[config.mk]
export PLATFORM = sky130hd
export DESIGN_NAME = uart_rx_mmio
export DESIGN_NICKNAME = d
export VERILOG_FILES = /design/src/rtl/uart_rx_mmio.sv
export SDC_FILE = /design/constraint.sdc
export NUM_CORES = 1
export LEC_CHECK = 0
export CORE_ASPECT_RATIO = 0.75
export CORE_UTILIZATION = 60
export DETAILED_ROUTE_END_ITERATION = 12
export PLACE_DENSITY = 0.81
export SETUP_SLACK_MARGIN = 0.3
export SYNTH_ARGS = -nofsm -noshare
export SYNTH_HDL_FRONTEND = slang
export SYNTH_SLANG_ARGS = --single-unit
[constraint.sdc]
create_clock -name clk -period 4.7 [get_ports clk]
set_input_delay 1.175 -clock clk [delete_from_list [all_inputs] [get_ports clk]]
set_output_delay 1.175 -clock clk [all_outputs]
set_load 0.02 [all_outputs]
[src/rtl/uart_rx_mmio.sv]
// Oversampling 8N1 UART receiver feeding a small FIFO, drained by the CPU
// through read-only MMIO DATA (0x0104) and STATUS (0x0108) registers.
module uart_rx_mmio #(
  parameter int SERIAL_WCNT = 120,
  parameter int FIFO_LOG    = 4
) (
  input  logic        clk,
  input  logic        rst,
  input  logic        rxd,
  input  logic        mmio_oe,
  input  logic [15:0] mmio_addr,
  output logic [31:0] mmio_rdata,
  output logic        mmio_valid,
  output logic        rx_avail
);

  localparam int BW    = $clog2(SERIAL_WCNT);
  localparam int DEPTH = 2 ** FIFO_LOG;
  localparam logic [BW-1:0] HALF_M1 = BW'(SERIAL_WCNT / 2 - 1);
  localparam logic [BW-1:0] FULL_M1 = BW'(SERIAL_WCNT - 1);

  typedef enum logic [2:0] {IDLE, START, DATA, STOP, BREAK} state_t;

  state_t            r_state;
  logic [1:0]        r_sync;
  logic [BW-1:0]     r_bcnt;
  logic [2:0]        r_bidx;
  logic [7:0]        r_shift;
  logic [7:0]        r_mem [DEPTH];
  logic [FIFO_LOG:0] r_wp, r_rp;
  logic              r_ovr, r_ferr;
  logic              r_valid;
  logic [31:0]       r_rdata;

  logic              w_rxs, w_bit_end, w_stop_smp, w_push, w_ferr_evt;
  logic [FIFO_LOG:0] w_count;
  logic              w_empty, w_full, w_rd_data, w_rd_stat, w_pop, w_wr, w_ovr_evt;
  logic [7:0]        w_count8;

  always_ff @(posedge clk or posedge rst) begin
    if (rst) r_sync <= 2'b11;
    else     r_sync <= {r_sync[0], rxd};
  end

  assign w_rxs = r_sync[1];

  always_ff @(posedge clk or posedge rst) begin
    if (rst) begin
      r_state <= IDLE;
      r_bcnt  <= '0;
      r_bidx  <= '0;
      r_shift <= '0;
    end else begin
      case (r_state)
        IDLE: begin
          if (!w_rxs) begin
            r_bcnt  <= HALF_M1;
            r_state <= START;
          end
        end
        START: begin
          if (r_bcnt == '0) begin
            if (w_rxs) begin
              r_state <= IDLE;
            end else begin
              r_bcnt  <= FULL_M1;
              r_bidx  <= '0;
              r_state <= DATA;
            end
          end else begin
            r_bcnt <= r_bcnt - 1'b1;
          end
        end
        DATA: begin
          if (r_bcnt == '0) begin
            r_shift <= {w_rxs, r_shift[7:1]};
            r_bcnt  <= FULL_M1;
            r_bidx  <= r_bidx + 3'd1;
            if (r_bidx == 3'd7) r_state <= STOP;
          end else begin
            r_bcnt <= r_bcnt - 1'b1;
          end
        end
        STOP: begin
          if (r_bcnt == '0) r_state <= w_rxs ? IDLE : BREAK;
          else              r_bcnt  <= r_bcnt - 1'b1;
        end
        BREAK: begin
          if (r_bcnt != '0) r_bcnt  <= r_bcnt - 1'b1;
          if (w_rxs)        r_state <= IDLE;
        end
        default: r_state <= IDLE;
      endcase
    end
  end

  assign w_bit_end  = (r_bcnt == '0);
  assign w_stop_smp = (r_state == STOP) && w_bit_end;
  assign w_push     = w_stop_smp && w_rxs;
  assign w_ferr_evt = w_stop_smp && !w_rxs;

  assign w_count   = r_wp - r_rp;
  assign w_empty   = (w_count == '0);
  assign w_full    = (w_count == (FIFO_LOG + 1)'(DEPTH));
  assign w_rd_data = mmio_oe && (mmio_addr == 16'h0104);
  assign w_rd_stat = mmio_oe && (mmio_addr == 16'h0108);
  assign w_pop     = w_rd_data && !w_empty;
  // A full FIFO still accepts a push when the same edge pops the head slot.
  assign w_wr      = w_push && (!w_full || w_pop);
  assign w_ovr_evt = w_push && w_full && !w_pop;

  always_ff @(posedge clk) begin
    if (w_wr) r_mem[r_wp[FIFO_LOG-1:0]] <= r_shift;
  end

  always_ff @(posedge clk or posedge rst) begin
    if (rst) begin
      r_wp   <= '0;
      r_rp   <= '0;
      r_ovr  <= 1'b0;
      r_ferr <= 1'b0;
    end else begin
      if (w_wr)  r_wp <= r_wp + 1'b1;
      if (w_pop) r_rp <= r_rp + 1'b1;
      r_ovr  <= w_ovr_evt  || (r_ovr  && !w_rd_stat);
      r_ferr <= w_ferr_evt || (r_ferr && !w_rd_stat);
    end
  end

  always_comb begin
    w_count8 = '0;
    w_count8[FIFO_LOG:0] = w_count;
  end

  always_ff @(posedge clk or posedge rst) begin
    if (rst) begin
      r_valid <= 1'b0;
      r_rdata <= '0;
    end else begin
      r_valid <= mmio_oe;
      if (mmio_oe) begin
        if (w_rd_data)
          r_rdata <= w_empty ? '1 : {24'h0, r_mem[r_rp[FIFO_LOG-1:0]]};
        else if (w_rd_stat)
          r_rdata <= {16'h0, w_count8, 6'h0, r_ovr, r_ferr};
        else
          r_rdata <= '0;
      end
    end
  end

  assign mmio_valid = r_valid;
  assign mmio_rdata = r_rdata;
  assign rx_avail   = !w_empty;

endmodule

Word level (Yosys, flattened, before mapping)
Memory sizes are Yosys's and may differ from the RTL's.
Cells that the tools add are included.

word-level totals
  RAM bits = 128
  memories = 1
  input bits = 20
  output and inout bits = 34
  register bits = 68

cells by class
  reductions and logical operators = 29
  eq/ne operators = 18
  add/sub/neg operators = 5
  mux-type cells = 25

memory list
  memory  depth  width  read ports  clocked after memory_dff  write ports  RTL line  text
  r_mem   16     8      1           0                         1            29        logic [7:0] r_mem [DEPTH];

operators with widths
  kind                 count
  $mux 32              2
  $mux 7               6
  $pmux 7 s5           1
  $eq 16x9->1 const B  2
  $mux 3               10
  $ne 2x2->1 const B   9
  $pmux 3 s5           1
  $mux 13              1
  $logic_and 1x1->1    11
  $add 5x1->5 const B  2
  $logic_not 7->1      1
  $reduce_bool 7->1    1
  $sub 7x1->7 const B  1
  $eq 3x2->1 const B   2
  $eq 3x3->1 const B   2
  $pmux 3 s2           1
  $reduce_and 6->1     1
  $eq 5x5->1 const B   1
  $logic_not 1->1      5
  $logic_not 5->1      1
  $reduce_and 5->1     1
  $reduce_bool 5->1    1
  $sub 5x5->5          1
  $reduce_and 4->1     1
  9 further kinds      12

Depth between registers and ports, before layout
Gate-level depths: netlist of run 1.

  depth after elaboration = 8
  mapped depth = 11
  mapped depth without buffers = 8

Least setup slack after synthesis of run 1
No wires, ideal clock.

  path type = register to output
  start = register r_wp[0]
  end = output port rx_avail
  buffers on the path = 1
  data arrival time = 2045 ps
  cell stages (with the launch flop) = 9
  data required time = 3525 ps
  slack = 1480 ps
  path through = dfrtp_1 -> inv_1 -> ha_1 -> fa_1 -> nand2b_1 -> a21oi_1 -> xnor2_1 -> buf_6 -> nand2b_1

between the ends
  word-level cells in the longest chain between the ends = 3

ends and longest elaborated chain
  item                      RTL line  text
  start: declaration        30        logic [FIFO_LOG:0] r_wp, r_rp;
  start signal: assignment  123       if (w_wr) r_wp <= r_wp + 1'b1;
  $sub 5x5->5               102       assign w_count = r_wp - r_rp;
  $logic_not 5->1           103       assign w_empty = (w_count == '0);
  $logic_not 1->1           154       assign rx_avail = !w_empty;
  end: declaration          14        output logic rx_avail

No other way between the ends.

Worst setup path after layout of run 1
Same ends and word-level chain as after synthesis.

==> results of run 1 <==
==> critical path: stages (launching register included) <==
cell            delay [ns]
dfrtp_1               0.40
inv_1                 0.11
ha_1                  0.24
fa_1                  0.42
nand2b_1              0.21
a21oi_1               0.20
xnor2_1               0.14
buf_4                 0.21
nand2b_1              0.13
dlymetal6s2s_1        0.22
==> cell usage in the layout (no fill, tap or decap), types with 6 or more instances in the layout <==
master,count
ha_1,12
clkdlybuf4s50_1,52
a22oi_1,6
nor3_1,9
and2_1,6
inv_6,6
o22a_1,7
mux4_2,22
mux2_2,16
inv_1,11
and3_1,14
edfxtp_1,128
xnor2_1,8
a21oi_1,11
mux2i_1,7
xor2_1,7
a221o_1,7
nand2_1,11
dfrtp_1,47
nor2_1,20
nand2b_1,6
clkbuf_16,19
mux4_1,8
o21ai_0,16
==> cells by family (layout without fill, tap and decap cells) <==
logic type	count (synthesis)	after routing	share of synthesized area (%)
DFF	178	178	64.5
and+or+nand+nor	101	101	7.87
AOI/OAI and AO/OA	79	79	7.37
muxes	53	53	12.1
buffers and inverters	51	102	4.29
xor gates and xnor gates	15	15	1.66
adders and majority gates	13	13	2.15
==> what timing repair did <==
item | 4_1_cts | 5_1_grt
resized for setup | 0 | 3
endpoints found under the setup margin | 0 | 1
endpoints found under the hold margin | 0 | 0
==> per-layer routing <==
layer / vias up / routed length (um) / track usage, %
li1: 1986 / - / -
met1: 2239 / 7490 / 39.7
met2: 204 / 7600 / 39.4
met5: - / 0 / 0
met3: 16 / 1320 / 7.86
met4: 0 / 183 / 7.00
==> cell type report <==
type	count	area, sq um	area share (%)
Sequential cell	178	5100	56.5
Multi-Input combinational cell	261	2470	27.4
Timing Repair Buffer	57	563	6.24
Clock buffer	21	483	5.35
Tap cell	166	208	2.30
Clock inverter	11	159	1.76
Inverter	13	48.8	0.540
==> state kept, by name, summed over array words and instances (netlist names) <==
signal	cells
r_bcnt	7
r_ovr	1
r_sync	2
mmio_valid	1
r_rp	5
r_state	3
r_shift	8
r_ferr	1
mmio_rdata	14
r_wp	5
r_mem	128
r_bidx	3
==> power breakdown <==
group | total, mW | switching (mW) | leakage (nW) | internal [mW]
clock | 1.52 | 0.604 | 0.316 | 0.914
combinational | 0.0491 | 0.0237 | 1.18 | 0.0254
sequential | 1.67 | 0.00354 | 2.09 | 1.67
total | 3.24 | 0.631 | 3.59 | 2.61
==> cell usage after synthesis, drive strengths merged, types with 5 or more instances <==
master / instances / share of area (%)
edfxtp: 128 / 49
dfrtp: 48 / 15
buf: 31 / 3.2
mux4: 30 / 8.9
nor2: 20 / 0.95
o21ai: 17 / 1.1
mux2: 16 / 2.3
and3: 14 / 1.1
inv: 13 / 0.62
ha: 12 / 1.9
a21oi: 11 / 0.70
nand2: 11 / 0.52
nor3: 11 / 0.82
xnor2: 8 / 0.89
a221o: 7 / 0.89
clkbuf: 7 / 0.46
mux2i: 7 / 0.89
nand2b: 7 / 0.59
o22a: 7 / 0.78
xor2: 7 / 0.78
a22oi: 6 / 0.57
and2: 6 / 0.48
a211oi: 5 / 0.48
a31oi: 5 / 0.59
nand3: 5 / 0.32
==> worst max path at each step <==
stage,slack [ns],cells after the start,endpoint,from
after global routing,0.67,9,rx_avail,r_wp[0]
after CTS,0.38,8,rx_avail,r_wp[0]
after detailed placement,0.80,6,r_mem[15][2],mmio_oe
after global placement,0.93,6,r_mem[15][2],mmio_oe
final,0.83,9,rx_avail,r_wp[0]
after floorplan,1.48,8,rx_avail,r_wp[0]
==> per-stage QoR <==
| step | cells | worst slack [ns] |
|---|---|---|
| floorplan | 490 | 1.48 |
| global route | 707 | 0.666 |
| CTS | 707 | 0.376 |
| finish | 707 | 0.828 |
| detailed placement | 675 | 0.800 |
| global placement | 675 | 0.925 |
==> metrics, run 1 <==
status completed; nets@finish 561; share of post-route cells with drive strength above 1 between 15 and 20%; Clock transition at path regs roughly 0.07 ns; first-pass GRT wire length about 25 mm; grt ovf 0; row cnt 35; CTS Buf Count 17; synth warn 0; Post-synth ARST share around 28%; number of global-route vias before repair 4298; Initial Utilization 62.8%; Tmin final slightly below 4 ns; Avg Synthesized Cell Area 16.1 sq um; Post-Syn Area 7900 sq um; Placed Area 8380 sq um; CTS tree done; Slew Viols, Final 0; final setup TNS 0 ns; Hold-fix buffers, CTS 0; Final Skew 0.00862 ns; clk root buf clkbuf_16; worst reg-to-reg path cell count 7; start of the worst register-to-register path r_rp[2]; Max Cap Violations 0; count of cell types in the netlist 66; Hold Path End r_sync[1]; r2r endpoint r_mem[0][2]; hold slack 0.367 ns; Rel. slew slack 29.5%; CP max FO 12; PnR Total Power 3.24 mW; Final period util 82.4%; EDFF count, synth 128; remaining antenna violation count 0; worst slew pin tran 1.06 ns; H-tree Lvls 4; Die X 134 um; Seq cells post-synth between 150 and 200; HPWL Detailed about 11 mm; Peak VDD IR 0.000244 V; via density per instance 6.29; Max Buffers Root-to-Sink 2; worst reg2reg setup slack 1.49 ns; CP required 3.52 ns; top_reg_cell synth edfxtp_1; GP Congestion 0.883; PwrDens about 360 nW/um^2; GRT Total Usage between 20% and 30%; IO Count 54; Die H between 100 and 150 um; area grow syn2layout 14.3%; pin count of the biggest net entering global routing 51; Worst EP arrival 2.70 ns; design area 9030 sq um; Hold Path Cell Cnt 0; Wirelength per Cell 23.5 um; Fin. Hold Viols 0; CP endpoint kind primary output; drt pass-1 iters 5; clock sinks 178; DRC errors left 0; post-CTS setup buffer count 0; Vias roughly 4400; critical path class reg2out; initial antenna violation count 0; fin util 71.8%; initial DRC count 433; hold_sp r_sync[0]; full die area ~14000 sq um; Detailed Route WL between 15 and 20 mm; clk_lat worst skew between 0.4 and 0.5 ns; IO Port Bufs 53; HP Class reg2reg; core box area 12600 sq um; Seq/Total Area, Yosys between 60% and 70%; n_diodes 0; synthesized net count 523; Finish-stage setup viols 0; RSZ-0062 raised after global routing false; layout filler cell count 794; Mapped Cells 490; fmax 0.258 GHz; leakage around 3.6 nW; startpoint types flop
(Power assumes the default switching activity.)
==> run 2, diff against run 1 <==
Settings changed: CORE_UTILIZATION 60 to 59, PLACE_DENSITY 0.81 to 0.8.
Clock period 4.7 ns to 3.9 ns, I/O delays scaled along.
==> run 2 against run 1 <==
Against the previous run:
- sequential share of layout area increased by 0.32 points
- via count is 0.92% higher
- largest power group unchanged
- critical path type unchanged
- highest routed layer unchanged
- largest cell class unchanged
- clock skew rose by 0.0025 ns
==> metrics, run 2 (synthesized netlist as in run 1, its figures left out) <==
pin count of the biggest net entering global routing 51; design area 8980 sq um; number of global-route vias before repair about 4500; Final Skew about 0.011 ns; Tmin final 3.40 ns; final setup TNS 0 ns; CTS Buf Count 17; HPWL Detailed 10.5 mm; core box area ~13000 sq um; Layout Cells excl Fill ~720; Max Buffers Root-to-Sink 2; initial DRC count 335; initial antenna violation count 0; CP max FO 4; Max Cap Violations 0; n_diodes 0; Multi-input gate area 2470 sq um; Slew Viols, Final 0; Rel. slew slack 31.5%; row cnt 36; Hold Path End r_sync[1]; Wirelength per Cell around 22 um; max reg flops 128; clock sinks 178; IO Port Bufs 53; start of the worst register-to-register path r_wp[0]; RSZ-0062 raised after global routing false; PnR Total Power between 3 and 4 mW; Vias 4486; layout filler cell count between 800 and 900; H-tree Lvls 4; Detailed Route WL 15.7 mm; first-pass GRT wire length between 20 and 25 mm; HP Class reg2reg; GRT Total Usage 25.1%; GP Congestion 0.802; Finish-stage setup viols 0; leakage around 3.6 nW; grt ovf 0; CTS tree done; hold slack 0.358 ns; r2r endpoint r_mem[2][3]; Hold Path Cell Cnt 0; most frequent cells in the layout edfxtp_1 (128), clkdlybuf4s50_1 (52), dfrtp_1 (46); critical path class reg2out; area grow syn2layout 13.7%; clk_lat worst skew 0.42 ns; hold_sp r_sync[0]; status completed; Initial Utilization 60.7%; via density per instance 6.26; Die H between 100 and 150 um; Hold-fix buffers, CTS 0; Fin. Hold Viols 0; remaining antenna violation count 0; PwrDens 410 nW/um^2; fin util around 69%; worst reg-to-reg path cell count 9; IO Count 54; clk root buf clkbuf_16; worst slack, placed 0.411 ns; Placed Area 8410 sq um; commonest non-fill, non-tap cell in the layout edfxtp_1; Placed Cells incl. Taps 684; DRC errors left 0; share of post-route cells with drive strength above 1 18.5%; CP required 2.92 ns; worst slew pin tran 1.03 ns; drt pass-1 iters 4; Final period util 87.2%; worst reg2reg setup slack roughly 0.70 ns; Peak VDD IR 0.000424 V; Reg area 5100 sq um; full die area 13900 sq um; startpoint types flop; Clock transition at path regs 0.07 ns; Die X around 140 um; nets@finish between 500 and 600; min setup slack post-route 0.501 ns; CP endpoint kind primary output; Worst EP arrival about 2.4 ns; Worst Setup SP r_wp[0]; fmax 0.294 GHz
## run 2: changes by cell type in the layout (fill, tap and decap cells not counted), sizes merged
cell and change:
buf +5, bufinv -2, clkbuf -3, clkinv +7, clkinvlp +3, dlymetal6s2s -1
inv -4
## run 2: how the worst max path moves through the flow
stage                   end  slack, ns  depth (start not counted)
2_1_floorplan      rx_avail       0.88                          8
3_3_place_gp   r_mem[12][3]       0.48                          6
3_5_place_dp    r_mem[2][1]       0.41                          6
4_1_cts            rx_avail       0.31                          8
5_1_grt            rx_avail       0.36                          8
6_report           rx_avail       0.50                          8
## run 2: metal layers
layer | share of wire, % | wire [um] | track usage, % | up-vias
met5 | 0 | 0 | 0 | -
met4 | 0.99 | 156 | 6.83 | 0
met3 | 8.2 | 1290 | 6.70 | 15
met2 | 47 | 7470 | 39.6 | 172
met1 | 43 | 6820 | 35.0 | 2302
li1 | - | - | - | 1997
## run 2: critical path, stage by stage, from the launching register on
cell and delay (ns):
dfrtp_1 0.38, inv_1 0.14, ha_1 0.21, fa_1 0.45, and3b_1 0.20, and4_4 0.18
or2_1 0.21, nand2b_1 0.07, clkbuf_2 0.16
## run 2: final cells by class
| cell class | count | share of cell area (%) |
|---|---|---|
| inverter | 13 | 0.543 |
| sequential | 178 | 56.8 |
| timing repair buffer | 62 | 6.60 |
| tap | 171 | 2.38 |
| clock inverter | 15 | 1.48 |
| clock buffer | 17 | 4.74 |
| multi-input combinational | 261 | 27.5 |
## run 2: repair_timing
action | 4_1_cts | 5_1_grt
resized for setup | 4 | 1
pin swaps | 0 | 0
buffers inserted | 0 | 1
setup endpoints to repair | 1 | 1
## run 2: where the power goes
part / leakage (nW) / switching, mW / internal [mW]
sequential: 2.09 / 0.00399 / 2.01
combinational: 1.21 / 0.0274 / 0.0306
clock: 0.267 / 0.723 / 0.882
total: 3.57 / 0.755 / 2.93
